### src/rtl/alu_result_stage.sv
// alu_result_stage: registered result stage behind the 64-bit ALU.
// Captures alu_data with the PSW flags derived from a/b/cmd and hands
// the results downstream through a 2-entry skid buffer (head + tail).
module alu_result_stage #(
    parameter int WIDTH = 64,
    parameter int DEPTH = 2
) (
    input  logic             clk,
    input  logic             rst,
    input  logic             in_valid,
    output logic             in_ready,
    input  logic [WIDTH-1:0] a,
    input  logic [WIDTH-1:0] b,
    input  logic [3:0]       cmd,
    input  logic [WIDTH-1:0] alu_data,
    output logic             out_valid,
    input  logic             out_ready,
    output logic [WIDTH-1:0] out_data,
    output logic [31:0]      out_psw,
    output logic [3:0]       out_cmd
);

    // Occupancy-encoded states: the encoding equals the number of held entries.
    typedef enum logic [1:0] {
        ST_EMPTY = 2'd0,
        ST_ONE   = 2'd1,
        ST_TWO   = 2'd2
    } state_t;

    localparam logic [3:0] CMD_ADD = 4'd0;
    localparam logic [3:0] CMD_SUB = 4'd1;
    localparam logic [1:0] FULL_OCC = 2'(DEPTH);

    // PSW flags from unsigned WIDTH-bit arithmetic on the operands.
    function automatic logic [31:0] calc_psw(
        input logic [WIDTH-1:0] fa,
        input logic [WIDTH-1:0] fb,
        input logic [3:0]       fcmd
    );
        logic [WIDTH:0] sum;
        logic           legal;
        logic [31:0]    psw;
        sum = {1'b0, fa} + {1'b0, fb};
        case (fcmd)
            4'd0, 4'd1, 4'd2, 4'd3, 4'd4, 4'd6, 4'd7, 4'd8: legal = 1'b1;
            default:                                        legal = 1'b0;
        endcase
        psw    = 32'd0;
        psw[0] = (fcmd == CMD_ADD) ? sum[WIDTH] : 1'b0;
        psw[1] = (fcmd == CMD_SUB) ? (fa < fb) : 1'b0;
        psw[2] = (fa > fb);
        psw[3] = (fa == fb);
        psw[4] = (fa < fb);
        psw[5] = ~legal;
        return psw;
    endfunction

    state_t            r_state;
    state_t            w_state_nxt;
    logic              r_in_ready;
    logic              r_out_valid;
    logic [WIDTH-1:0]  r_head_data;
    logic [31:0]       r_head_psw;
    logic [3:0]        r_head_cmd;
    logic [WIDTH-1:0]  r_tail_data;
    logic [31:0]       r_tail_psw;
    logic [3:0]        r_tail_cmd;
    logic              w_push;
    logic              w_pop;
    logic [31:0]       w_in_psw;

    assign w_push   = in_valid & r_in_ready;
    assign w_pop    = r_out_valid & out_ready;
    assign w_in_psw = calc_psw(a, b, cmd);

    assign in_ready  = r_in_ready;
    assign out_valid = r_out_valid;
    assign out_data  = r_head_data;
    assign out_psw   = r_head_psw;
    assign out_cmd   = r_head_cmd;

    // Next occupancy state from push/pop; TWO never pushes because in_ready is low.
    always_comb begin
        w_state_nxt = r_state;
        case (r_state)
            ST_EMPTY: begin
                if (w_push) begin
                    w_state_nxt = ST_ONE;
                end else begin
                    w_state_nxt = ST_EMPTY;
                end
            end
            ST_ONE: begin
                if (w_push && !w_pop) begin
                    w_state_nxt = ST_TWO;
                end else if (w_pop && !w_push) begin
                    w_state_nxt = ST_EMPTY;
                end else begin
                    w_state_nxt = ST_ONE;
                end
            end
            ST_TWO: begin
                if (w_pop) begin
                    w_state_nxt = ST_ONE;
                end else begin
                    w_state_nxt = ST_TWO;
                end
            end
            default: begin
                w_state_nxt = ST_EMPTY;
            end
        endcase
    end

    // State register plus registered handshake flags decoded from the next state,
    // so in_ready has no combinational path from out_ready.
    always_ff @(posedge clk) begin
        if (rst) begin
            r_state     <= ST_EMPTY;
            r_in_ready  <= 1'b1;
            r_out_valid <= 1'b0;
        end else begin
            r_state     <= w_state_nxt;
            r_in_ready  <= (2'(w_state_nxt) != FULL_OCC);
            r_out_valid <= (w_state_nxt != ST_EMPTY);
        end
    end

    // Head/tail entry storage; the tail only fills when the head is stalled.
    always_ff @(posedge clk) begin
        if (rst) begin
            r_head_data <= '0;
            r_head_psw  <= 32'd0;
            r_head_cmd  <= 4'd0;
            r_tail_data <= '0;
            r_tail_psw  <= 32'd0;
            r_tail_cmd  <= 4'd0;
        end else begin
            case (r_state)
                ST_EMPTY: begin
                    if (w_push) begin
                        r_head_data <= alu_data;
                        r_head_psw  <= w_in_psw;
                        r_head_cmd  <= cmd;
                    end
                end
                ST_ONE: begin
                    if (w_push && w_pop) begin
                        r_head_data <= alu_data;
                        r_head_psw  <= w_in_psw;
                        r_head_cmd  <= cmd;
                    end else if (w_push) begin
                        r_tail_data <= alu_data;
                        r_tail_psw  <= w_in_psw;
                        r_tail_cmd  <= cmd;
                    end
                end
                ST_TWO: begin
                    if (w_pop) begin
                        r_head_data <= r_tail_data;
                        r_head_psw  <= r_tail_psw;
                        r_head_cmd  <= r_tail_cmd;
                    end
                end
                default: begin
                    r_head_data <= r_head_data;
                end
            endcase
        end
    end

endmodule

### config.mk
export PLATFORM = sky130hd
export DESIGN_NAME = alu_result_stage
export DESIGN_NICKNAME = d
export VERILOG_FILES = /design/src/rtl/alu_result_stage.sv
export SDC_FILE = /design/constraint.sdc
export NUM_CORES = 1
export LEC_CHECK = 0
export ABC_AREA = 1
export CORE_MARGIN = 2
export CORE_UTILIZATION = 47
export DETAILED_ROUTE_END_ITERATION = 10
export PLACE_DENSITY = 0.86
export SLEW_MARGIN = 25
export SYNTH_ARGS = -nofsm -noshare
export SYNTH_HDL_FRONTEND = slang
export SYNTH_SLANG_ARGS = --single-unit
### constraint.sdc
create_clock -name clk -period 2.17 [get_ports clk]
set_input_delay 0.434 -clock clk [delete_from_list [all_inputs] [get_ports clk]]
set_output_delay 0.434 -clock clk [all_outputs]
set_load 0.02 [all_outputs]
==> impl_results.md, run 1 <==
- CTS tree: done
- DRT Pass-1 Iters: 5
- Filler instances: 1453
- CP startpoint kind: input pin
- Setup ws final: 0.0191 ns
- Peak supply drop: 0.566 mV
- Port Buf Inserts: 275
- Status: finished, final reports clean
- Flops & latches, synth: 152
- Initial Util: 47.9%
- Top cells by area, synth: dfxtp_1 (33%), ha_1 (17%), nand2_1 (14%)
- TritonCTS Buffers: 17
- Clock Skew: 0.00952 ns
- Max transition margin: 47.0%
- Core Box Area: 19500 um^2
- FP Rows: 51
- Max_cap viols: 0
- Vias per cell: 5.13
- FMAX: 465 MHz
- Sequential area share after synthesis: 32.6%
- Endpoints failing hold: 0
- Crit Path Class: in2reg
- Top cell type's share of synthesized area: 32.6%
- Largest net degree at the start of global routing: 79
- Total gr overflow: 0
- Detailed placement HPWL: 19.6 mm
- Worst-path clk slew: 0.07 ns
- Nets: 1941
- Slowest cell on crit path: clkdlybuf4s50_1
- Clock latency on the worst-skew pair: 0.41 ns
- Number of global-route vias before repair: 9127
- Distinct cells, synth: 29
- Routed wl met2: 13.9 mm
- Clock buffer depth: 2
- Pwr per Cell Area: 647 nW/um^2
- Initial antenna violation count: 2
- Post-route DRC: 0
- Setup violators final: 0
- GRT Resource Usage Total: 24.8%
- Die width: 145 um
- Final GP Congestion: 0.906
- Hold Path Class: reg2reg
- WL met3: 1.85 mm
- Post-DR wirelength/cell: 14.8 um
- CP required: 2.44 ns
- Met1 WL: 11.4 mm
- Initial DRC count: 467
- Final ANT Viol Nets: 0
- Syn Area/Cell: 7.08 um^2
- CP top delay family: simple AND/OR/NAND/NOR gates
- Die ar.: 21000 um^2
- CP Cell Sequence: clkdlybuf4s50_1 -> inv_1 -> ha_1 -> inv_1 -> a21oi_1 -> nand2_1 -> nand2_1 -> nand2_1 -> nand2_1 -> nand2_1 -> nand2_1 -> nand2_1 -> nand2_1 -> nand2_1 -> nand2_1 -> nand2_1 -> nand2_1 -> a21oi_1
- Worst Path Max Fanout: 4
- Fin. max-slew vios: 0
- Yosys Warn Count: 0
- Max incr delay on CP: 0.48 ns
- Critical Path AT: 2.42 ns
- # IOs: 302
- Setup TNS: 0 ns
- Vias: 9701
- Setup crit end kind: register
- Routed wire length: 28.0 mm
- Leading area contributor after synthesis: dfxtp_1
- Fin crit share: 99.1%
- Post-Syn Area: 9330 um^2
- Sinks on Clock Net: 152
- Buffer and inverter count on the worst path: 3
- Layout cell share with drive strength beyond 1: 11.5%
- Area Growth Syn to Fin: 47.0%
- Lkg Pwr: 6.09 nW
- CP dominant cell by count: nand2_1
- Setup slack at placement: -0.473 ns
- Slew @ Worst Pin: 0.794 ns
- Die Y: 145 um
- First-pass GRT wire length: 42.2 mm
- H-tree lvl count: 4
- Minimum clock period after layout: 2.15 ns
- Clock root buffer: clkbuf_16
- Uppermost layer routed: met5
- Post-synthesis cell count: 1317
## state kept, by name, indices dropped and copies added (netlist names)
name	flops
r_tail_data	64
out_valid	1
in_ready	1
out_data	64
out_psw	6
r_tail_cmd	4
r_tail_psw	6
out_cmd	4
r_state	2
## area by class of cell
| type | count | area [um^2] | share of cell area [%] |
|---|---|---|---|
| antenna | 1 | 2.50 | 0.0182 |
| clock buffer | 17 | 425 | 3.10 |
| clock inverter | 15 | 163 | 1.19 |
| inverter | 154 | 581 | 4.23 |
| multi-input combinational | 948 | 5820 | 42.4 |
| sequential | 152 | 3040 | 22.2 |
| tap | 265 | 332 | 2.42 |
| timing repair buffer | 338 | 3350 | 24.4 |
## tightest hold or removal path: stages, from the launching register on
cell	delay, ns
dfxtp_1	0.31
inv_1	0.04
a21oi_1	0.05
## layer usage
metal	global-route usage [%]	up-vias
met5	0	-
li1	-	4842
met2	43.5	353
met3	4.57	69
met4	9.56	2
met1	30.0	4435
## placed cells by master, fill, tap and decap left out, drive strengths merged, types with 15 or more instances in the layout
master and n:
a21oi 134, a31oi 70, buf 64, clkbuf 17, clkdlybuf4s50 264, conb 26
dfxtp 152, ha 130, inv 160, nand2 354, nand3 24, nor2 60
nor3 15, o21ai 108
## per-stage QoR
step,total power [mW],util (%),hold slack [ns],instances,cell area (um^2)
2_1_floorplan,4.67,-,0.424,1342,9420
4_1_cts,8.77,67.9,0.445,1888,13200
3_3_place_gp,5.83,64.8,0.430,1856,12600
3_5_place_dp,5.89,64.8,0.435,1856,12600
5_1_grt,9.31,70.5,0.464,1890,13700
6_report,8.88,70.5,0.441,1890,13700
## Yosys cell counts (all sizes together)
library cell and n:
a21o 6, a21oi 134, a31oi 70, buf 43
clkbuf 45, conb 1, dfxtp 152, ha 130
inv 154, nand2 354, nand3 24, nand4 4
nor2 60, nor3 15, nor4 1, o21a 4
o21ai 108, o21bai 7, o22ai 1, or2 4
## logic make-up after synthesis
| kind of cell | share of synthesized area (%) |
|---|---|
| AO/OA/AOI/OAI | 19.1 |
| adder cells (fa/ha/maj) | 17.4 |
| buffers and inverters | 11.2 |
| flip-flops | 32.6 |
| other | 0.0402 |
| AND/OR/NAND/NOR | 19.6 |
## worst paths after layout
kind	to	from	slack [ns]	cells after the start
max	out_psw[0]	b[3]	0.02	18
min	r_tail_cmd[2]	r_tail_cmd[2]	0.44	2
max reg2reg	out_data[42]	out_valid	0.51	10
min reg2reg	r_tail_cmd[2]	r_tail_cmd[2]	0.44	2
## report_power, final
part	internal [mW]	switching (mW)	leakage [nW]	total, mW
clock	1.54	1.34	0.278	2.88
combinational	1.30	1.45	4.57	2.75
sequential	3.08	0.164	1.25	3.24
total	5.92	2.95	6.09	8.88
## repair_timing
item / in CTS / in global routing
hold buffers: 0 / 0
setup endpoints to repair: 3 / 10
gates resized for setup: 4 / 86
setup buffers: 0 / 1
pin swaps: 0 / 26
No activity file was read; power rests on OpenSTA's default activity.
==> run 2: changes to the inputs <==
CORE_MARGIN = 1   (was 2)
==> run 2 against run 1 <==
Compared with the run above:
- fmax down 0.18%
- register-to-register slack worse by 0.09 ns
- critical path depth down 3
- routed wire length up 0.22%
- sequential share of layout area down 0.19 points
- cell count down 0.42%
- global-route usage up 0.86 points
- worst setup slack worse by 0.0040 ns
- cell area up 0.88%
- via count up 0.99%
- clock power up 7%
==> impl_results.md, run 2 (same netlist as run 1, synthesis figures left out) <==
- GRT Resource Usage Total: 25.6% (was 24.8%)
- Sinks on Clock Net: 152 (unchanged)
- Nets: 1935 (was 1941)
- Switching share of power: 30.7% (was 33.3%)
- # IOs: 302 (unchanged)
- Die Y: 143 um (was 145 um)
- Psw: 2.79 mW (was 2.95 mW)
- Detailed placement HPWL: 19.5 mm (was 19.6 mm)
- Hold Path Class: in2reg (was reg2reg)
- Setup TNS: 0 ns (unchanged)
- Peak supply drop: 0.605 mV (was 0.566 mV)
- Placed Area: 12500 um^2 (was 12600 um^2)
- DP Cell Count: 1849 (was 1856)
- Initial antenna violation count: 0 (was 2)
- Area Growth Syn to Fin: 48.2% (was 47.0%)
- TritonCTS Buffers: 17 (unchanged)
- Vias: 9797 (was 9701)
- H-tree lvl count: 4 (unchanged)
- Endpoints failing hold: 0 (unchanged)
- Clock Skew: 0.0107 ns (was 0.00952 ns)
- # diodes: 0 (was 1)
- Fin. max-slew vios: 0 (unchanged)
- CP startpoint: a[53] (was b[3])
- FMAX: 464 MHz (was 465 MHz)
- Most common cell after layout, fill and taps aside: nand2_1 (unchanged)
- FP Rows: 51 (unchanged)
- Hold WS: 0.397 ns (was 0.441 ns)
- CP required: 2.46 ns (was 2.44 ns)
- Critical Path AT: 2.45 ns (was 2.42 ns)
- Post-route cell area: 13800 um^2 (was 13700 um^2)
- First-pass GRT wire length: 42.0 mm (was 42.2 mm)
- Total gr overflow: 0 (unchanged)
- Final ANT Viol Nets: 0 (unchanged)
- Clock latency on the worst-skew pair: 0.41 ns (about the same)
- Lkg Pwr: 6.13 nW (was 6.09 nW)
- Die width: 143 um (was 145 um)
- Minimum clock period after layout: 2.15 ns (about the same)
- Share of power burned in registers: 35.7% (was 36.6%)
- Max transition margin: 46.9% (was 47.0%)
- Core Box Area: 19500 um^2 (unchanged)
- Core Util, Final: 71.1% (was 70.5%)
- Setup violators final: 0 (unchanged)
- Setup slack at placement: -0.459 ns (was -0.473 ns)
- Pint: 6.31 mW (was 5.92 mW)
- Start point of the worst hold path: rst (was r_tail_cmd[2])
- CP startpoint kind: input pin (unchanged)
- CTS tree: done (unchanged)
- Worst-path clk slew: 0.06 ns (was 0.07 ns)
- Fin crit share: 99.3% (was 99.1%)
- Worst Path Max Fanout: 2 (was 4)
- Clock root buffer: clkbuf_16 (unchanged)
- Initial Util: 47.9% (unchanged)
- Number of global-route vias before repair: 9197 (was 9127)
- Final GP Congestion: 0.910 (was 0.906)
- Post-route DRC: 0 (unchanged)
- Die ar.: 20400 um^2 (was 21000 um^2)
- Post-DR wirelength/cell: 14.9 um (was 14.8 um)
- Pwr per Cell Area: 658 nW/um^2 (was 647 nW/um^2)
- Setup ws final: 0.0151 ns (was 0.0191 ns)
- Clock buffer depth: 2 (unchanged)
- Initial DRC count: 450 (was 467)
- Clock power share: 33.9% (was 32.4%)
- Setup crit end kind: register (unchanged)
- Port Buf Inserts: 275 (unchanged)
- Hold Buf Count CTS: 0 (unchanged)
- Most frequent cells in the layout: nand2_1 (345), clkdlybuf4s50_1 (258), dfxtp_1 (152), inv_1 (136), a21oi_1 (129) (was nand2_1 (347), clkdlybuf4s50_1 (264), dfxtp_1 (152), inv_1 (143), a21oi_1 (123))
- Vias per cell: 5.21 (was 5.13)
- Post-Layout Cell Count: 1882 (was 1890)
- Combinational power share: 30.4% (was 31.0%)
- Largest net degree at the start of global routing: 76 (was 79)
- Max_cap viols: 0 (unchanged)
- Slew @ Worst Pin: 0.797 ns (was 0.794 ns)
- Layout cell share with drive strength beyond 1: 12.2% (was 11.5%)
- Total power draw: 9.10 mW (was 8.88 mW)
- Crit Path Class: in2reg (unchanged)
- Launching point of the worst reg2reg path: in_ready (was out_valid)
- Status: finished, final reports clean (unchanged)
- DRT Pass-1 Iters: 5 (unchanged)
- Routed wire length: 28.1 mm (was 28.0 mm)
## run 2: changes by cell type in the layout (fill, tap and decap cells not counted), sizes merged
cell / change
clkdlybuf4s50: -6
clkbuf: +4
dlymetal6s2s: +6
inv: -5
buf: -6
diode: -1
bufinv: +3
clkinv: -4
clkinvlp: +1
## run 2: path summary, 6_finish.rpt
path                     to  slack (ns)  cells past startpoint
max              out_psw[0]        0.02                     15
min           r_tail_psw[0]        0.40                      4
max reg2reg    out_data[43]        0.42                     10
min reg2reg  r_tail_data[2]        0.44                      2
## run 2: layer usage
layer	part of all wire (%)	vias up	GRT usage [%]	wire length [um]
met1	40	4524	29.2	11400
met4	4.5	0	12.9	1270
li1	-	4827	-	-
met2	50	356	45.6	14000
met3	5.0	90	4.90	1410
met5	0	-	0	0
## run 2: critical path, stage by stage
cell,delay [ns]
clkdlybuf4s50_1,0.43
ha_1,0.32
inv_1,0.07
buf_4,0.14
a21o_1,0.16
a21oi_1,0.18
nand2_1,0.09
nand2_1,0.07
nand3_2,0.08
nor2_2,0.12
nand2_1,0.06
nand2_1,0.08
nand2_1,0.05
nand2_1,0.09
a21oi_2,0.05
## run 2: what timing repair did
item | CTS | global route
endpoints found under the hold margin | 0 | 0
gates resized for setup | 2 | 113
endpoints found under the setup margin | 5 | 10
pin swaps | 2 | 27
setup buffers | 1 | 1
## run 2: layout make-up
cell class / count / area, um^2
repair buffers: 332 / 3290
inverters: 154 / 581
fillers: 1453 / 5630
clock inverters: 10 / 143
clock buffers: 21 / 480
flip-flops and latches: 152 / 3040
well taps: 265 / 332
multi-input cells: 948 / 5960
## run 2: power groups by stage
stage               logic (mW)  clock network (mW)  registers (mW)
floorplan                 1.13                   0            3.53
global placement          2.50                   0            3.29
detailed placement        2.57                   0            3.30
CTS                       2.59                3.13            3.24
global route              3.01                3.24            3.28
finish                    2.77                3.08            3.25
